$ cat config.mk
export PLATFORM = sky130hd
export DESIGN_NAME = atm_keypad_frontend_flat
export DESIGN_NICKNAME = d
export VERILOG_FILES = /design/src/rtl/atm_keypad_frontend_pkg.sv /design/src/rtl/atm_keypad_frontend_if.sv /design/src/rtl/atm_digit_accumulator.sv /design/src/rtl/atm_keypad_frontend.sv /design/src/flat_wrapper.sv
export SDC_FILE = /design/constraint.sdc
export NUM_CORES = 1
export LEC_CHECK = 0
export CAP_MARGIN = 20
export CORE_MARGIN = 5
export CORE_UTILIZATION = 34
export CTS_BUF_LIST = sky130_fd_sc_hd__clkbuf_4 sky130_fd_sc_hd__clkbuf_8
export CTS_CLUSTER_DIAMETER = 150
export CTS_CLUSTER_SIZE = 40
export DETAILED_ROUTE_END_ITERATION = 12
export GPL_ROUTABILITY_DRIVEN = 0
export PLACE_DENSITY_LB_ADDON = 0.25
export SETUP_SLACK_MARGIN = 0.1
export SYNTH_ARGS = -nofsm -noshare
export SYNTH_HDL_FRONTEND = slang
export SYNTH_HIERARCHICAL = 1
export SYNTH_SLANG_ARGS = --single-unit
$ cat constraint.sdc
create_clock -name clk -period 8.4 [get_ports clk]
set_clock_uncertainty 0.15 [all_clocks]
set_input_delay 2.1 -clock clk [delete_from_list [all_inputs] [get_ports clk]]
set_output_delay 2.1 -clock clk [all_outputs]
set_load 0.01 [all_outputs]
$ cat src/rtl/atm_keypad_frontend_pkg.sv
// Shared codes for the keypad front end and the ATM controller:
// operation codes, key codes, entry-state encodings and field widths.
package atm_keypad_frontend_pkg;

  localparam logic TRUE  = 1'b1;
  localparam logic FALSE = 1'b0;

  // Operation codes carried on the transaction interface
  localparam logic [2:0] OP_BALANCE    = 3'd1;
  localparam logic [2:0] OP_WITHDRAW   = 3'd2;
  localparam logic [2:0] OP_DEPOSIT    = 3'd3;
  localparam logic [2:0] OP_CHANGE_PIN = 3'd4;
  localparam logic [2:0] OP_EXIT       = 3'd5;

  // Non-digit key codes; 4'hD..4'hF are invalid
  localparam logic [3:0] KEY_ENTER  = 4'hA;
  localparam logic [3:0] KEY_CLEAR  = 4'hB;
  localparam logic [3:0] KEY_CANCEL = 4'hC;

  // Field widths on the transaction interface
  localparam int OP_W      = 3;
  localparam int ACC_W     = 4;
  localparam int PIN_W     = 16;
  localparam int AMT_W     = 32;
  localparam int AMT_INT_W = 30;   // 999,999,999 < 2^30

  // Session entry states, also shown on the display
  typedef enum logic [2:0] {
    ST_IDLE   = 3'd0,
    ST_ACC    = 3'd1,
    ST_PIN    = 3'd2,
    ST_OP     = 3'd3,
    ST_AMOUNT = 3'd4,
    ST_NEWPIN = 3'd5,
    ST_SEND   = 3'd6
  } entry_state_e;

  function automatic logic is_digit(input logic [3:0] k);
    return (k <= 4'd9);
  endfunction

endpackage

$ cat src/rtl/atm_keypad_frontend_if.sv
// Transaction handshake between the keypad front end (master) and the ATM core (slave).
interface atm_keypad_frontend_if;
  import atm_keypad_frontend_pkg::*;

  logic              txn_valid;
  logic              txn_ready;
  logic [OP_W-1:0]   operation;
  logic [ACC_W-1:0]  acc_num;
  logic [PIN_W-1:0]  pin;
  logic [PIN_W-1:0]  new_pin;
  logic [AMT_W-1:0]  amount;

  modport master (
    output txn_valid, operation, acc_num, pin, new_pin, amount,
    input  txn_ready
  );

  modport slave (
    input  txn_valid, operation, acc_num, pin, new_pin, amount,
    output txn_ready
  );

endinterface

$ cat src/rtl/atm_digit_accumulator.sv
// One entry field: accepts up to MAX_DIGITS digits, either shifted in as
// BCD nibbles (DECIMAL=0) or accumulated as a binary decimal value (DECIMAL=1).
module atm_digit_accumulator #(
  parameter int WIDTH      = 16,
  parameter int MAX_DIGITS = 4,
  parameter bit DECIMAL    = 1'b0
) (
  input  logic             clk,
  input  logic             rst,
  input  logic             clr,
  input  logic             push,
  input  logic [3:0]       digit,
  output logic [WIDTH-1:0] value,
  output logic             full
);

  localparam int CW = $clog2(MAX_DIGITS + 1);

  logic [CW-1:0] cnt_q;

  assign full = (cnt_q == CW'(MAX_DIGITS));

  // Field value and digit count; a push on a full field is dropped here,
  // the owner flags it as a key error
  always_ff @(posedge clk or negedge rst) begin
    if (!rst) begin
      value <= '0;
      cnt_q <= '0;
    end else if (clr) begin
      value <= '0;
      cnt_q <= '0;
    end else if (push && !full) begin
      cnt_q <= cnt_q + 1'b1;
      if (DECIMAL) value <= value * WIDTH'(10) + WIDTH'(digit);
      else         value <= {value[WIDTH-5:0], digit};
    end
  end

endmodule

$ cat src/rtl/atm_keypad_frontend.sv
// Keypad front end of the ATM: sequences a session from keystrokes,
// edits the fields, and offers each finished request on a valid/ready bus.
module atm_keypad_frontend
  import atm_keypad_frontend_pkg::*;
#(
  parameter int TIMEOUT_CYCLES = 1000,
  parameter int AMOUNT_DIGITS  = 6
) (
  input  logic                        clk,
  input  logic                        rst,
  input  logic                        key_valid,
  input  logic [3:0]                  key_code,
  atm_keypad_frontend_if.master       txn,
  output logic [2:0]                  entry_state,
  output logic                        key_error,
  output logic                        timeout
);

  localparam int TW = (TIMEOUT_CYCLES > 2) ? $clog2(TIMEOUT_CYCLES) : 1;

  entry_state_e          state_q, state_d;
  logic [TW-1:0]         timer_q;
  logic [ACC_W-1:0]      acc_num_q;
  logic                  acc_set_q;
  logic [OP_W-1:0]       op_q, op_d;

  logic                  key_err_d, tmo_d, clr_all;
  logic                  acc_ld, acc_clr, op_ld;
  logic                  pin_push, pin_clr, np_push, np_clr, amt_push, amt_clr;
  logic                  pin_full, np_full, amt_full;
  logic [PIN_W-1:0]      pin_val, np_val;
  logic [AMT_INT_W-1:0]  amt_val;
  logic                  in_entry, timer_exp;

  assign in_entry  = (state_q != ST_IDLE) && (state_q != ST_SEND);
  assign timer_exp = (timer_q == TW'(TIMEOUT_CYCLES - 1));
  assign op_d      = key_code[2:0];

  atm_digit_accumulator #(.WIDTH(PIN_W), .MAX_DIGITS(4), .DECIMAL(1'b0)) u_pin (
    .clk(clk), .rst(rst), .clr(clr_all | pin_clr), .push(pin_push),
    .digit(key_code), .value(pin_val), .full(pin_full)
  );

  atm_digit_accumulator #(.WIDTH(PIN_W), .MAX_DIGITS(4), .DECIMAL(1'b0)) u_new_pin (
    .clk(clk), .rst(rst), .clr(clr_all | np_clr), .push(np_push),
    .digit(key_code), .value(np_val), .full(np_full)
  );

  atm_digit_accumulator #(.WIDTH(AMT_INT_W), .MAX_DIGITS(AMOUNT_DIGITS), .DECIMAL(1'b1)) u_amount (
    .clk(clk), .rst(rst), .clr(clr_all | amt_clr), .push(amt_push),
    .digit(key_code), .value(amt_val), .full(amt_full)
  );

  // Next state and field-edit strobes; CANCEL is checked before any other key
  always_comb begin
    state_d   = state_q;
    key_err_d = FALSE;
    tmo_d     = FALSE;
    clr_all   = FALSE;
    acc_ld    = FALSE;
    acc_clr   = FALSE;
    op_ld     = FALSE;
    pin_push  = FALSE;
    pin_clr   = FALSE;
    np_push   = FALSE;
    np_clr    = FALSE;
    amt_push  = FALSE;
    amt_clr   = FALSE;

    if (key_valid) begin
      if (state_q == ST_SEND) begin
        key_err_d = TRUE;
      end else if (state_q == ST_IDLE) begin
        if (is_digit(key_code)) begin
          acc_ld  = TRUE;
          state_d = ST_ACC;
        end
      end else if (key_code == KEY_CANCEL) begin
        clr_all = TRUE;
        state_d = ST_IDLE;
      end else if (!is_digit(key_code) && key_code != KEY_ENTER && key_code != KEY_CLEAR) begin
        key_err_d = TRUE;
      end else begin
        case (state_q)
          ST_ACC: begin
            if (is_digit(key_code)) begin
              if (acc_set_q) key_err_d = TRUE;
              else           acc_ld    = TRUE;
            end else if (key_code == KEY_ENTER) begin
              if (acc_set_q) begin
                pin_clr = TRUE;
                state_d = ST_PIN;
              end else begin
                key_err_d = TRUE;
              end
            end else begin
              acc_clr = TRUE;
            end
          end
          ST_PIN: begin
            if (is_digit(key_code)) begin
              if (pin_full) key_err_d = TRUE;
              else          pin_push  = TRUE;
            end else if (key_code == KEY_ENTER) begin
              if (pin_full) state_d   = ST_OP;
              else          key_err_d = TRUE;
            end else begin
              pin_clr = TRUE;
            end
          end
          ST_OP: begin
            if (is_digit(key_code) && key_code != 4'd0 && key_code <= 4'd5) begin
              case (op_d)
                OP_BALANCE, OP_EXIT: begin
                  op_ld   = TRUE;
                  state_d = ST_SEND;
                end
                OP_WITHDRAW, OP_DEPOSIT: begin
                  op_ld   = TRUE;
                  amt_clr = TRUE;
                  state_d = ST_AMOUNT;
                end
                OP_CHANGE_PIN: begin
                  op_ld   = TRUE;
                  np_clr  = TRUE;
                  state_d = ST_NEWPIN;
                end
                default: key_err_d = TRUE;
              endcase
            end else if (key_code != KEY_CLEAR) begin
              key_err_d = TRUE;
            end
          end
          ST_AMOUNT: begin
            if (is_digit(key_code)) begin
              if (amt_full) key_err_d = TRUE;
              else          amt_push  = TRUE;
            end else if (key_code == KEY_ENTER) begin
              if (amt_val != '0) state_d   = ST_SEND;
              else               key_err_d = TRUE;
            end else begin
              amt_clr = TRUE;
            end
          end
          ST_NEWPIN: begin
            if (is_digit(key_code)) begin
              if (np_full) key_err_d = TRUE;
              else         np_push   = TRUE;
            end else if (key_code == KEY_ENTER) begin
              if (np_full) state_d   = ST_SEND;
              else         key_err_d = TRUE;
            end else begin
              np_clr = TRUE;
            end
          end
          default: state_d = ST_IDLE;
        endcase
      end
    end else if (in_entry && timer_exp) begin
      tmo_d   = TRUE;
      clr_all = TRUE;
      state_d = ST_IDLE;
    end

    // Handshake completes regardless of any key in the same cycle
    if (state_q == ST_SEND && txn.txn_ready) begin
      if (op_q == OP_EXIT) begin
        clr_all = TRUE;
        state_d = ST_IDLE;
      end else begin
        state_d = ST_OP;
      end
    end
  end

  // Session state register
  always_ff @(posedge clk or negedge rst) begin
    if (!rst) state_q <= ST_IDLE;
    else      state_q <= state_d;
  end

  // Inactivity timer: restarts on any key, runs only while a field is being entered
  always_ff @(posedge clk or negedge rst) begin
    if (!rst)                                timer_q <= '0;
    else if (key_valid || tmo_d || !in_entry) timer_q <= '0;
    else if (!timer_exp)                     timer_q <= timer_q + 1'b1;
  end

  // Account digit, operation and the one-cycle status pulses
  always_ff @(posedge clk or negedge rst) begin
    if (!rst) begin
      acc_num_q <= '0;
      acc_set_q <= FALSE;
      op_q      <= '0;
      key_error <= FALSE;
      timeout   <= FALSE;
    end else begin
      key_error <= key_err_d;
      timeout   <= tmo_d;
      if (clr_all || acc_clr) begin
        acc_num_q <= '0;
        acc_set_q <= FALSE;
      end else if (acc_ld) begin
        acc_num_q <= key_code;
        acc_set_q <= TRUE;
      end
      if (clr_all)    op_q <= '0;
      else if (op_ld) op_q <= op_d;
    end
  end

  // txn_valid comes straight from the state flop so reset drops it at once
  assign txn.txn_valid = (state_q == ST_SEND);
  assign txn.operation = op_q;
  assign txn.acc_num   = acc_num_q;
  assign txn.pin       = pin_val;
  assign txn.new_pin   = np_val;
  assign txn.amount    = {{(AMT_W - AMT_INT_W){1'b0}}, amt_val};
  assign entry_state   = state_q;

endmodule

$ cat src/flat_wrapper.sv
// flat-port wrapper written by rule: the top's interface ports become plain ports
module atm_keypad_frontend_flat import atm_keypad_frontend_pkg::*;
#(
  parameter int TIMEOUT_CYCLES = 1000,
  parameter int AMOUNT_DIGITS  = 6
)
  (clk, rst, key_valid, key_code, entry_state, key_error, timeout, txn_txn_valid, txn_operation, txn_acc_num, txn_pin, txn_new_pin, txn_amount, txn_txn_ready);
  atm_keypad_frontend_if txn_i ();
  input  logic clk;
  input  logic rst;
  input  logic key_valid;
  input  logic [3:0] key_code;
  output logic [2:0] entry_state;
  output logic key_error;
  output logic timeout;
  output wire logic [$bits(txn_i.txn_valid)-1:0] txn_txn_valid;
  output wire logic [$bits(txn_i.operation)-1:0] txn_operation;
  output wire logic [$bits(txn_i.acc_num)-1:0] txn_acc_num;
  output wire logic [$bits(txn_i.pin)-1:0] txn_pin;
  output wire logic [$bits(txn_i.new_pin)-1:0] txn_new_pin;
  output wire logic [$bits(txn_i.amount)-1:0] txn_amount;
  input wire logic [$bits(txn_i.txn_ready)-1:0] txn_txn_ready;
  assign txn_txn_valid = txn_i.txn_valid;
  assign txn_operation = txn_i.operation;
  assign txn_acc_num = txn_i.acc_num;
  assign txn_pin = txn_i.pin;
  assign txn_new_pin = txn_i.new_pin;
  assign txn_amount = txn_i.amount;
  assign txn_i.txn_ready = txn_txn_ready;
  atm_keypad_frontend #(.TIMEOUT_CYCLES(TIMEOUT_CYCLES), .AMOUNT_DIGITS(AMOUNT_DIGITS)) u_core (.clk(clk), .rst(rst), .key_valid(key_valid), .key_code(key_code), .txn(txn_i), .entry_state(entry_state), .key_error(key_error), .timeout(timeout));
endmodule
# Word level (Yosys, flattened, before mapping)
# Index checks and enable logic that the tools add are counted.
# totals
inputBits	8
out_inout_bits	77
wordCells	242
reg_bits	94
# classes
n_mux	147
bitwise_logic	3
reduce_logical	32
add_sub_neg	5
n_lt_le_gt_ge	2
n_mul	1
n_eq_ne	39
# op_table
op	n
$mux 1	101
$mux 3	29
$mux 16	4
$mux 30	2
$ne 6x2->1 const B	7
$add 30x4->30	1
$mul 30x3->29 const B	1
$reduce_bool 30->1	1
$eq 3x3->1 const B	9
$ne 6x5->1 const B	4
$mux 10	2
$reduce_and 18->1	1
$pmux 3 s5	1
$eq 3x2->1 const B	4
$ne 4x4->1 const B	3
$ne 6x3->1 const B	2
$add 10x1->10 const B	1
$eq 10x10->1 const B	1
$logic_and 1x1->1	10
$reduce_bool 2->1	5
$add 3x1->3 const B	3
$pmux 3 s3	1
$eq 4x4->1 const B	2
$mux 4	2
other kinds (19)	32

# Logic depth before layout (Yosys ltp)
# Gate-level depths: netlist of run 1.
# logic_depth
depth_word	12
depth_mapped	13
mapped_depth_nobuf	13

# Modules after synthesis
# The synthesis of run 1 kept the hierarchy.
# modules_own_cells
module	seq_area_each_um2	area_each_um2	n_inst	cells_each
atm_digit_accumulator at u_core.u_amount	825.8	4041.4	1	472
atm_digit_accumulator at u_core.u_new_pin ...	475.5	922.1	2	74
atm_keypad_frontend	575.6	1672.9	1	199

# Worst setup path after synthesis of run 1
# OpenSTA, ideal clock, no wires.
# synth_path
path_type	input to register
from	in key_code[1]
to	reg u_core.u_amount.value[21]
setup_ps	94
path_buffers	0
stages	10
t_arrival_ps	4414
slack_ps	3742
cell_sequence	ha_1 fa_1 a21oi_1 nor4_1 nand3_1 or4b_1 nor4b_2 nand2_1 xor2_1 a211oi_1
# synth_between
elab_chain_len	12
elab_cells_between_ends	44
classes_between	add/sub (1); order compare (2); eq/ne (6); mux (25); bitwise (1); reduce/logical (9)
# synth_lines
item	line	text
start: declaration	flat_wrapper.sv:12	input logic [3:0] key_code;
$le 4x4->1 (tied with other cells)	atm_keypad_frontend_pkg.sv:39	return (k <= 4'd9);
$logic_and 1x1->1 or $reduce_or 2->1 (tied branches)	atm_keypad_frontend.sv:112, atm_keypad_frontend.sv:113	
$logic_and 1x1->1 or $mux 1 (tied branches)	atm_keypad_frontend.sv:112, atm_keypad_frontend.sv:113	
$mux 1	atm_keypad_frontend.sv:112	if (is_digit(key_code) && key_code != 4'd0 && key_code <= 4'd5) begin
$pmux 1 s2	atm_keypad_frontend.sv:84	case (state_q)
$mux 1	atm_keypad_frontend.sv:81	end else if (!is_digit(key_code) && key_code != KEY_ENTER && key_code != KEY_CLEAR) begin
$mux 1	atm_keypad_frontend.sv:78	end else if (key_code == KEY_CANCEL) begin
$mux 1	atm_keypad_frontend.sv:73	end else if (state_q == ST_IDLE) begin
$mux 1	atm_keypad_frontend.sv:71	if (state_q == ST_SEND) begin
$mux 1	atm_keypad_frontend.sv:70	if (key_valid) begin
$or 1x1->1	atm_keypad_frontend.sv:50	.clk(clk), .rst(rst), .clr(clr_all | amt_clr), .push(amt_push),
$mux 30 or $reduce_bool 2->1 (tied branches)	--	
end signal: assignment	atm_digit_accumulator.sv:34	if (DECIMAL) value <= value * WIDTH'(10) + WIDTH'(digit);
end signal: assignment	atm_digit_accumulator.sv:35	else value <= {value[WIDTH-5:0], digit};
end: declaration	atm_digit_accumulator.sv:13	output logic [WIDTH-1:0] value,
# Several ways; a longest one is shown, not always the timed one. The select of a mux whose other input is x is not followed.
# A chain may end at the register's enable or synchronous reset.

# Final worst setup path of run 1
# layout_path
from	in key_code[3]
to	reg u_core.u_amount.value[26]
# layout_between
elab_chain_len	12
elab_cells_between_ends	40
classes_between	add/sub (1); order compare (2); eq/ne (4); mux (24); bitwise (1); reduce/logical (8)
# layout_lines
item	line
$le 4x4->1 or $reduce_bool 4->1 (tied branches)	atm_keypad_frontend_pkg.sv:39, atm_keypad_frontend.sv:112
$logic_and 1x1->1 (2 in series)	atm_keypad_frontend.sv:112
$mux 1	atm_keypad_frontend.sv:112
$pmux 1 s2	atm_keypad_frontend.sv:84
$mux 1	atm_keypad_frontend.sv:81
$mux 1	atm_keypad_frontend.sv:78
$mux 1	atm_keypad_frontend.sv:73
$mux 1	atm_keypad_frontend.sv:71
$mux 1	atm_keypad_frontend.sv:70
$or 1x1->1	atm_keypad_frontend.sv:50
$mux 30 or $reduce_bool 2->1 (tied branches)	--
# Several ways; a longest one is shown, not always the timed one. The select of a mux whose other input is x is not followed.

==> metrics.txt, run 1 <==
largest net degree at the start of global routing=54; Worst slew margin=36.67%; initial core utilization=roughly a third; WL final=a little under 20 mm; via count=6423; post-synth top area cell=dfrtp_1; Inserted Diodes=0; CP endpoint kind=flip-flop; # setup viols final=0; CTS Hold Buffers Added=0; Starting DRT DRC Count=about 380; post-cts resize count=0; maximum vdd drop=144.7 uV; vias in the first global route=6170; LEAKAGE=3.706 nW; num ports=85; TNS Setup=0 ps; HPWL Detailed=14.36 mm; Internal Power=1.544 mW; MaxCap Viol Count=0; share of the synthesized area in the top cell type=between 30% and 40%; Met1 Wirelength=9.079 mm; critical-path cell list=clkdlybuf4s50_1 > ha_1 > o21ai_0 > nor2_1 > o211ai_1 > nor4b_4 > nand4_2 > nor3_4 > nand3_4 > or4_1 > a311oi_1; total CTS buffers=9; Worst Tran Pin Value=949.9 ps; # port buffers=82; critical path class=input port to flip-flop; hold_ws=315.2 ps; net switching power figure=1.463 mW; most numerous cell in the Yosys netlist=dfrtp_1; R2R setup slack=3720 ps; register bit total from synthesis=94; number of H-tree levels=3; number of synthesized flops with an enable pin=0; DR top layer=met4; post-synth cell types=99; total congestion overflow=0; slowest CP cell=clkdlybuf4s50_1; register area=~0.0024 mm2; Async SR Flop Fraction=100.0%; post-layout min period=roughly 5600 ps; CTS tree=done; Clock Tree Buf Depth=2; f_max=0.1794 GHz; post-DR vias/cell=between 5 and 6; fin crit share=between 60% and 70%; commonest cells in the netlist=94 x dfrtp_1, 69 x nor2_1, 61 x ha_1, 54 x nand2_1, 50 x nand2b_1; RSZ-0062 raised after global routing=false; WL/cell=16.61 um; CTS sink cnt=94; Die Y=159.1 um; Reg2Reg Depth=13; chip width=about 160 um; DR DRC count=0; Core ar.=0.02189 mm2; Final Max Tran Viols=0; CTS clk-pin slew, worst paths=100 ps; Syn Area/Cell=9.229 um2; 1st-pass router iterations=5; first-pass GRT wire length=around 32 mm; metal2 WL=9.260 mm; Logic pwr share=a little under two thirds; RR Endpoint=u_core/u_amount/value[27]; highest cell delay on the worst timing path=slightly above 800 ps; met3 WL=759 um; cell row count=54; clock group share of total power=10.1%; sequential share of the synthesized area=31.12%; postcts setup bufs=0; status=completed; Worst Path Arrival=5710 ps; worst-skew pair later-pin latency=390 ps; Sequential Power Share=roughly a quarter; HP Class=flip-flop to flip-flop; CP startpoint kind=input port; worst reg2reg startpoint=u_core/u_amount/value[1]; Area contributors post-synth=dfrtp_1 31%, ha_1 10%, mux2i_1 5.0%; ys flop type=dfrtp_1; CP required=around 8500 ps; Worst Setup EP=u_core/u_amount/value[26]; Syn Std Cell Area=0.007558 mm2; initial antenna violation count=0; # fillers=2242; Post-DRT Antenna Nets=0; Multi-input gate area=between 0.004 and 0.005 mm2; die area=between 0.02 and 0.03 mm2; crit-path max FO=19; Total Power=3.007 mW; synth warn=6; Worst Setup SP=key_code[3]; fin nets=951; Sw Share=approximately half; cell count after synthesis=819; Root Driver=clkbuf_8; layout cells sized above 1=under 10%; Final Hold Fails=0; Power per Cell Area=345.0 mW/mm2; All-Layer GR Usage=14.97%; layout overhead on the synthesized area=15.30%
final cells by class:
cell class	count	area share, %
well taps	280	4.020
clock buffers	9	1.421
inverters	25	1.077
repair buffers	86	9.734
clock inverters	7	0.8040
multi-input cells	664	55.95
flip-flops and latches	94	26.99
per-stage QoR:
step | worst slack (ps) | std cells | utilization [%] | area (um2)
detailed placement | 2489 | 1149 | 38.92 | 8521
CTS | 2882 | 1165 | 39.81 | 8715
finish | 2824 | 1165 | 39.81 | 8715
floorplan | 3742 | 820 | - | 7562
global placement | 2528 | 1149 | 38.92 | 8521
global route | 2505 | 1165 | 39.81 | 8715
cell usage in the layout, fill, tap and decap left out, types with 7 or more instances in the layout:
| master | netlist | routed |
|---|---|---|
| a211oi_1 | 23 | 23 |
| a311oi_1 | 7 | 7 |
| nor4_1 | 11 | 11 |
| inv_1 | 25 | 25 |
| o21ai_0 | 22 | 22 |
| nor3_1 | 19 | 19 |
| nor2b_1 | 8 | 8 |
| and3_1 | 7 | 7 |
| or3_1 | 11 | 11 |
| nor2_1 | 69 | 69 |
| a21oi_1 | 43 | 43 |
| and2_1 | 8 | 7 |
| a31oi_1 | 7 | 7 |
| clkdlybuf4s50_1 | 0 | 81 |
| nand2b_1 | 50 | 50 |
| xor2_1 | 18 | 18 |
| nand4_1 | 17 | 17 |
| mux2i_1 | 38 | 38 |
| nand2_1 | 54 | 54 |
| clkbuf_8 | 1 | 9 |
| nand3_1 | 20 | 20 |
| ha_1 | 61 | 61 |
| a21o_1 | 16 | 16 |
| dfrtp_1 | 94 | 94 |
| xnor2_1 | 23 | 23 |
worst min-delay path by stage:
stage / start / to / slack, ps / cells past startpoint
after floorplan: u_core/timer_q[0] / u_core/timer_q[0] / 280 / 1
after global placement: u_core/timer_q[0] / u_core/timer_q[0] / 300 / 1
after detailed placement: u_core/timer_q[0] / u_core/timer_q[0] / 310 / 1
after CTS: u_core/timer_q[0] / u_core/timer_q[0] / 320 / 1
after global routing: u_core/timer_q[0] / u_core/timer_q[0] / 360 / 1
final: u_core/timer_q[0] / u_core/timer_q[0] / 320 / 1
logic make-up after synthesis:
family / after synthesis / synth area share [%]
and+or+nand+nor: 324 / 24.70
AOI/OAI and AO/OA: 190 / 18.21
DFF: 94 / 31.12
adders and majority gates: 63 / 10.63
buffers and inverters: 62 / 4.486
xor gates and xnor gates: 43 / 5.181
muxes: 42 / 5.628
other: 1 / 0.04961
routing by layer:
layer,track usage [%],vias to the layer above
met5,0,-
met4,3.877,0
met3,2.174,18
met2,24.77,153
met1,20.58,3103
li1,-,3149
flip-flops by register name, summed over array words and instances (netlist names):
register	count
u_core/acc_set_q	1
u_core/entry_state	3
u_core/key_error	1
u_core/timeout	1
u_core/timer_q	10
u_core/txn.acc_num	4
u_core/txn.operation	3
u_core/u_amount/cnt_q	3
u_core/u_amount/value	30
u_core/u_new_pin/cnt_q	3
u_core/u_new_pin/value	16
u_core/u_pin/cnt_q	3
u_core/u_pin/value	16
worst max-delay path, delay by kind of cell:
family	cells	cell delay (ps)
and+or+nand+nor	6	1640
buffers and inverters	1	810
AOI/OAI and AO/OA	3	580
adders and majority gates	1	570
power groups by stage:
stage          registers, mW  clock network [mW]  logic, mW
2_1_floorplan          0.772                   0       1.33
3_3_place_gp           0.810                   0       1.89
3_5_place_dp           0.808                   0       1.90
4_1_cts                0.801               0.315       1.91
5_1_grt                0.821               0.334       2.11
6_report               0.794               0.305       1.91
(Power assumes the default switching activity.)
==> inputs of run 2 (changes only) <==
clock period = 5.7 ns   (was 8.4 ns; I/O delays follow)
==> metrics.txt, run 2 (synthesis results as in run 1) <==
critical path class=input port to flip-flop (unchanged); HP Class=flip-flop to flip-flop (unchanged); Clock Tree Buf Depth=2 (unchanged); WL/cell=16.58 um (was 16.61 um); Multi-input gate area=0.004876 mm2 (unchanged); Worst slew margin=33.13% (was 36.67%); WL final=19.35 mm (about the same); CTS sink cnt=94 (unchanged); non-filler cells, final=1167 (was 1165); Root Driver=clkbuf_8 (unchanged); Core ar.=0.02189 mm2 (unchanged); RR Endpoint=u_core/u_amount/value[29] (was u_core/u_amount/value[27]); CP required=5830 ps (was 8540 ps); worst reg2reg startpoint=u_core/u_amount/value[1] (unchanged); post-layout min period=between 4000 and 5000 ps; 1st-pass router iterations=5 (unchanged); f_max=0.2246 GHz; Power per Cell Area=510.3 mW/mm2 (was 345.0 mW/mm2); Die Y=159.1 um (unchanged); hold path endpoint=u_core/timer_q[0] (unchanged); layout cells sized above 1=7.779% (was 7.571%); post-cts resize count=0 (unchanged); Worst Path Arrival=4580 ps (was 5710 ps); Placed Instances=1151 (was 1149); first-pass GRT wire length=32.82 mm (was 32.40 mm); cell depth of the worst hold path=1 (unchanged); slowest CP cell=or4b_1 (was clkdlybuf4s50_1); layout overhead on the synthesized area=15.91% (was 15.30%); HPWL Detailed=14.41 mm (was 14.36 mm); CP endpoint kind=flip-flop (unchanged); Starting DRT DRC Count=360 (was 384); die area=0.02531 mm2 (unchanged); largest net degree at the start of global routing=54 (unchanged); highest cell delay on the worst timing path=630 ps (was 810 ps); most frequent cells in the layout=94 x dfrtp_1, 81 x clkdlybuf4s50_1, 69 x nor2_1, 61 x ha_1, 54 x nand2_1 (unchanged); status=completed (unchanged); MaxCap Viol Count=0 (unchanged); vias in the first global route=6184 (was 6170); chip width=159.1 um (unchanged); critical-path cell list=clkdlybuf4s50_1 > ha_1 > fa_1 > a21oi_1 > nor4_1 > nand3_1 > or4b_1 > nor4b_2 > nand2_1 > xor2_1 > a211oi_1 (was clkdlybuf4s50_1 > ha_1 > o21ai_0 > nor2_1 > o211ai_1 > nor4b_4 > nand4_2 > nor3_4 > nand3_4 > or4_1 > a311oi_1); # port buffers=82 (unchanged); worst-skew pair later-pin latency=380 ps (was 390 ps); RSZ-0062 raised after global routing=false (unchanged); Final Hold Fails=0 (unchanged); commonest non-fill, non-tap cell in the layout=dfrtp_1 (unchanged); cell row count=54 (unchanged); R2R setup slack=1250 ps (was 3720 ps); All-Layer GR Usage=15.18% (was 14.97%); CTS Hold Buffers Added=0 (unchanged); Inserted Diodes=0 (unchanged); initial antenna violation count=0 (unchanged); crit-path max FO=5 (was 19); Final Max Tran Viols=0 (unchanged); via count=6391 (was 6423); number of H-tree levels=3 (unchanged); Post-DRT Antenna Nets=0 (unchanged); Hold Path Origin=u_core/timer_q[0] (unchanged); maximum vdd drop=235.1 uV (was 144.7 uV); largest registers=u_core/u_amount/value: 30 flops, u_core/u_new_pin/value: 16 flops, u_core/u_pin/value: 16 flops (unchanged); num ports=85 (unchanged); Bufs and invs on worst path=1 (unchanged); Top reg by flops=u_core/u_amount/value (unchanged); postcts setup bufs=0 (unchanged); fin nets=953 (was 951); Core Util, Final=40.02% (was 39.81%); crit-path leading delay family=simple AND/OR/NAND/NOR gates (unchanged); fin crit share=78.12%; CTS clk-pin slew, worst paths=90 ps (was 100 ps); register area=0.002352 mm2 (unchanged); LEAKAGE=3.728 nW (was 3.706 nW); Worst Tran Pin Value=1003 ps (was 949.9 ps); Reg2Reg Depth=13 (unchanged); # fillers=2229 (was 2242); number of flip-flops in the largest register=30 (unchanged); initial core utilization=34.53% (unchanged); post-DR vias/cell=5.476 (was 5.513); # setup viols final=0 (unchanged); TNS Setup=0 ps (unchanged); total CTS buffers=9 (unchanged); DR DRC count=0 (unchanged); total congestion overflow=0 (unchanged); number of cells on the critical path=11 (unchanged); CTS tree=done (unchanged); CP startpoint kind=input port (unchanged)
run 2: layout make-up:
class / instances / share of cell area [%]
clock buffer: 10 / 1.500
clock inverter: 6 / 1.071
inverter: 25 / 1.071
multi-input combinational: 664 / 55.66
sequential: 94 / 26.85
tap: 280 / 3.999
timing repair buffer: 88 / 9.854
run 2: metal layers:
layer  global-route usage (%)  up-vias  wire [um]
li1                         -     3141          -
met1                    21.68     3092       9480
met2                    24.33      138       8987
met3                    2.433       20        663
met4                    3.257        0        218
met5                        0        -          0
run 2: worst max-delay path by stage:
stage,from,end
after floorplan,key_code[1],u_core/u_amount/value[21]
after global placement,key_code[1],u_core/u_amount/value[21]
after detailed placement,key_code[1],u_core/u_amount/value[21]
after CTS,u_core/u_amount/value[1],u_core/u_amount/value[29]
after global routing,u_core/u_amount/value[1],u_core/u_amount/value[29]
final,key_code[1],u_core/u_amount/value[21]
run 2: worst register-to-register path, cell delays in order, from the launching register on:
cell and delay [ps]:
dfrtp_1 490, ha_1 330, ha_1 170, inv_1 50, fa_1 390, nand2b_1 200, a211oi_1 340, o21ai_1 130
a211oi_1 450, nand3_1 310, nor4b_1 640, and3_1 330, nand4_1 110, a311oi_1 270
run 2: where the power goes:
| group | switching [mW] | internal (mW) |
|---|---|---|
| sequential | 0.311 | 0.861 |
| combinational | 1.56 | 1.24 |
| clock | 0.247 | 0.255 |
run 2: through the flow:
step                      area, um2  power (mW)  worst slack, ps  hold slack, ps
after detailed placement       8536       3.981            880.1           299.1
final                          8761       4.471             1247           306.4
after global placement         8536       3.975            918.7           297.1
after floorplan                7562       3.097             1717           275.1
after global routing           8761       4.877            865.5           349.9
after CTS                      8761       4.505             1247           312.0
